===== src/rtl/data_memory.sv =====
// -----------------------------------------------------------------------------
// data_memory
//
// Word-addressed data memory for the memory stage of the pipelined core.
// Holds DEPTH 32-bit words. Stores commit on the rising edge of clk; loads are
// purely combinational from the address. An asynchronous active-low reset
// clears every word, so loads from never-written locations return zero.
//
// Ports
//   clk    in   1   sole clock, writes commit on the rising edge
//   rst_n  in   1   asynchronous active-low reset, clears the whole array
//   we     in   1   write enable, sampled on the rising edge
//   a      in  32   byte address; word index is a[AW+1:2]
//   wd     in  32   write data, sampled on the rising edge when we=1
//   rd     out 32   read data, word at a[AW+1:2] (combinational)
//
// Addressing notes
//   a[1:0] is dropped: misaligned accesses hit the enclosing aligned word.
//   a[31:AW+2] is dropped: addresses past the array wrap modulo DEPTH*4.
// -----------------------------------------------------------------------------
module data_memory #(
    parameter int DEPTH = 64,
    parameter int AW    = $clog2(DEPTH)
) (
    input  logic        clk,
    input  logic        rst_n,
    input  logic        we,
    input  logic [31:0] a,
    input  logic [31:0] wd,
    output logic [31:0] rd
);

    // Word index shared by the write decode and the read mux.
    logic [AW-1:0] word_idx;
    assign word_idx = a[AW+1:2];

    // Address bits that intentionally play no part in the access.
    logic unused_addr_bits;
    assign unused_addr_bits = ^{a[31:AW+2], a[1:0]};

    // Current contents of every word, gathered for the read mux.
    logic [31:0] word_q_all [DEPTH];

    // One register per word. Each word owns its own decode so the write
    // path is a simple per-word load enable. Reset must clear the whole
    // array asynchronously, which is why this is a register file rather
    // than an inferred RAM.
    genvar gi;
    generate
        for (gi = 0; gi < DEPTH; gi++) begin : g_word
            logic        wr_hit;
            logic [31:0] word_d;
            logic [31:0] word_q;

            // An X/Z on we evaluates as not-taken here, so an undriven
            // write strobe leaves the word holding its value.
            always_comb begin
                wr_hit = 1'b0;
                word_d = word_q;
                if (we && (word_idx == AW'(gi))) begin
                    wr_hit = 1'b1;
                end
                if (wr_hit) begin
                    word_d = wd;
                end
            end

            always_ff @(posedge clk or negedge rst_n) begin
                if (!rst_n) begin
                    word_q <= 32'h0000_0000;
                end else begin
                    word_q <= word_d;
                end
            end

            assign word_q_all[gi] = word_q;
        end
    endgenerate

    // Asynchronous read: no enable, no output register, no write-through.
    // During a same-address write the old word is visible until the edge.
    assign rd = word_q_all[word_idx];

endmodule


===== config.mk =====
export PLATFORM = sky130hd
export DESIGN_NAME = data_memory
export DESIGN_NICKNAME = d
export VERILOG_FILES = /design/src/rtl/data_memory.sv
export SDC_FILE = /design/constraint.sdc
export NUM_CORES = 2
export LEC_CHECK = 0
export ABC_CLOCK_PERIOD_IN_PS = 4059
export CORE_MARGIN = 5
export CORE_UTILIZATION = 55
export CTS_BUF_LIST = sky130_fd_sc_hd__clkbuf_16
export CTS_CLUSTER_SIZE = 28
export DETAILED_ROUTE_END_ITERATION = 8
export PLACE_DENSITY_LB_ADDON = 0.3
export SLEW_MARGIN = 20
export SYNTH_ARGS = -nofsm -noshare
export SYNTH_HDL_FRONTEND = slang
export SYNTH_SLANG_ARGS = --single-unit

===== constraint.sdc =====
create_clock -name clk -period 4.06 [get_ports clk]
set_input_delay 1.015 -clock clk [delete_from_list [all_inputs] [get_ports clk]]
set_output_delay 1.015 -clock clk [all_outputs]
set_load 0.01 [all_outputs]

==> reports/qor.csv <==
metric;value;unit
grt_pass1_vias;57080;
holdCritPathClass;in2async;
die_area;0.1752;mm2
p_leak;49.80;nW
synth_warnings;0;
final_cell_mix;dfrtp_1, mux2_2, mux4_2, buf_4, clkbuf_16;
p_comb_frac;0.146;
post-route-min-period;4.373;ns
nFillCells;11306;
postRouteAntennaNets;0;
yosysTopAreaCell;dfrtp_1;
reg.largest.list;g_word.word_q (2048);
r2r_cells;1;
die_height;418.5;um
start_util;0.5514;
cts_buffers;202;
syn-mean-instance-area;16.01;um2
largest_reg_flops;2048;
seq_area_frac_synth;0.5583;
maxSlewViolCount;0;
p_sw_frac;0.2497;
top_register;g_word.word_q;
rsz0062_at_grt;true;
via_per_inst;6.335;
hold_viol_final;0;
synth_area;0.09179;mm2
ff2ff_setup_slack;3.24;ns
drive_gt1_frac;0.6023;
finalCritPeriodShare;1.077;
wl_per_cell;28.59;um
yosys_register_bits;2048;
root_buffer;clkbuf_16;
internal_power;37.17;mW
multi_input_area;0.03959;mm2
cap_viol_max_count;0;
critPathLaunchType;primary input;
crit_arrival;3.36;ns
ys_types;27;
cp-end-kind;output pin;
finalPower;49.54;mW
drcViolationCount;0;
drtIter0Drc;4183;
yosys.area.top_type_share;0.5583;
numPortBuffers;72;
grt_usage;0.2778;
fin_skew;0;ns
crit_path_start;a[2];
yosys-top-cells-area;dfrtp_1, mux2_2, mux4_2;
critical_path.max_fanout;6;
area_growth;17.43;%
r2r-start;g_word[12].word_q[16];
p_clk_frac;0.362;
regArea;0.05125;mm2
netlist_instances;5734;
ioPinCount;99;
antenna_found_initial;10;
core;0.1665;mm2
nets;6064;
grt_max_degree;155;
cp-endpoint;rd[23];
clk_latency;0.84;ns
final-setup-viol-count;32;
syn-num-nets;5801;
htree_levels;4;
worst_ep_required_time;3.04;ns
postLayoutCoreUtil;0.6475;
gp_congestion;0.8217;
violations;setup timing;
status;finished with violations;
die_w;418.5;um
p_sw;12.37;mW
finalWirelength;239500;um
path_clk_slew;0.06;ns
final_common_cell;dfrtp_1;
fin_ws;-0.3127;ns
clockBufferDepth;3;
slew_headroom;0.3139;
ir_drop;0.0005068;V
clock_sinks;2048;
drtPass1Iterations;5;
power.density;459.6;mW/mm2
grt_pass1_wl;367400;um
grt.overflow.total;0;
worst_pin_slew;1.029;ns
hpwl;143300;um
path_class;in2out;
dr_total_vias;53073;
max_freq;228.7;MHz
cts_tree;yes;
rows;150;
sequentialPowerShare;0.493;
reg2reg_to;g_word[12].word_q[16];
-- worst max-delay path, cell delays in order --
cell     delay (ns)
buf_16         0.13
buf_16         0.14
buf_12         0.13
buf_8          0.12
buf_8          0.12
mux4_2         0.50
a22oi_1        0.34
a21oi_2        0.19
or4_4          0.49
buf_6          0.15
-- synth_stat cells (all sizes together) --
cell,instances
or3b,1
a22oi,256
and3,2
mux4,512
nand3,8
buf,304
nand3b,3
nor3,4
nand2,42
or2,2
nor2b,2
nor4,1
and3b,1
a21oi,128
dfrtp,2048
and2,1
nor2,27
mux2,2048
nor3b,1
or4,32
clkbuf,305
nand2b,6
-- cell type report --
type | instances | area share
sequential | 2048 | 0.4755
multi-input combinational | 3077 | 0.3673
timing repair buffer | 668 | 0.07340
clock buffer | 203 | 0.04713
tap | 2204 | 0.02558
clock inverter | 174 | 0.01105
antenna | 4 | 0.00009287
-- routing by layer --
metal  track usage  wire [um]  vias up
met2        0.4480     117100     1359
met3       0.04447      12390      392
met4       0.08921       7277        4
li1              -          -    22049
met1        0.3928     102700    29269
met5             0         27        -
-- kinds of logic after synthesis --
family | Yosys count | share of synthesized area
AO/OA/AOI/OAI | 384 | 0.02792
buffers and inverters | 609 | 0.02914
multiplexers | 2560 | 0.3769
flip-flops | 2048 | 0.5583
AND/OR/NAND/NOR | 133 | 0.007743
-- worst min path at each step --
stage | from | end | depth (start not counted)
6_report | rst_n | g_word[33].word_q[8] | 1
5_1_grt | rst_n | g_word[33].word_q[8] | 1
4_1_cts | rst_n | g_word[33].word_q[8] | 1
3_5_place_dp | g_word[14].word_q[16] | g_word[14].word_q[16] | 1
3_3_place_gp | g_word[15].word_q[28] | g_word[15].word_q[28] | 1
2_1_floorplan | g_word[14].word_q[10] | g_word[14].word_q[10] | 1
-- per-stage QoR --
stage,TNS (ns),worst slack [ns],hold WS (ns),cell area (um2),std cells
2_1_floorplan,0,0.09987,0.4524,91790,5734
3_3_place_gp,-40.98,-1.101,0.4619,97800,7850
3_5_place_dp,-44.29,-1.118,0.4686,97810,7850
4_1_cts,-9.271,-0.4581,0.02107,106700,8318
5_1_grt,-7.796,-0.3108,0.05674,107800,8378
6_report,-6.906,-0.3127,0.06089,107800,8378
-- power by group through the flow --
stage,clock network (mW),logic (mW),registers (mW)
finish,17.9,7.21,24.4
global route,19.1,7.74,24.7
CTS,18.2,7.07,24.4
detailed placement,0,6.61,24.7
global placement,0,6.38,24.5
floorplan,0,4.62,24.3
-- repair_timing --
item | in CTS | in global routing
setup buffers | 79 | 77
setup endpoints to repair | 32 | 32
gates cloned | 17 | 4
hold buffers | 0 | 0
resized for setup | 440 | 161
pin swaps | 70 | 117
(Power assumes the default switching activity.)
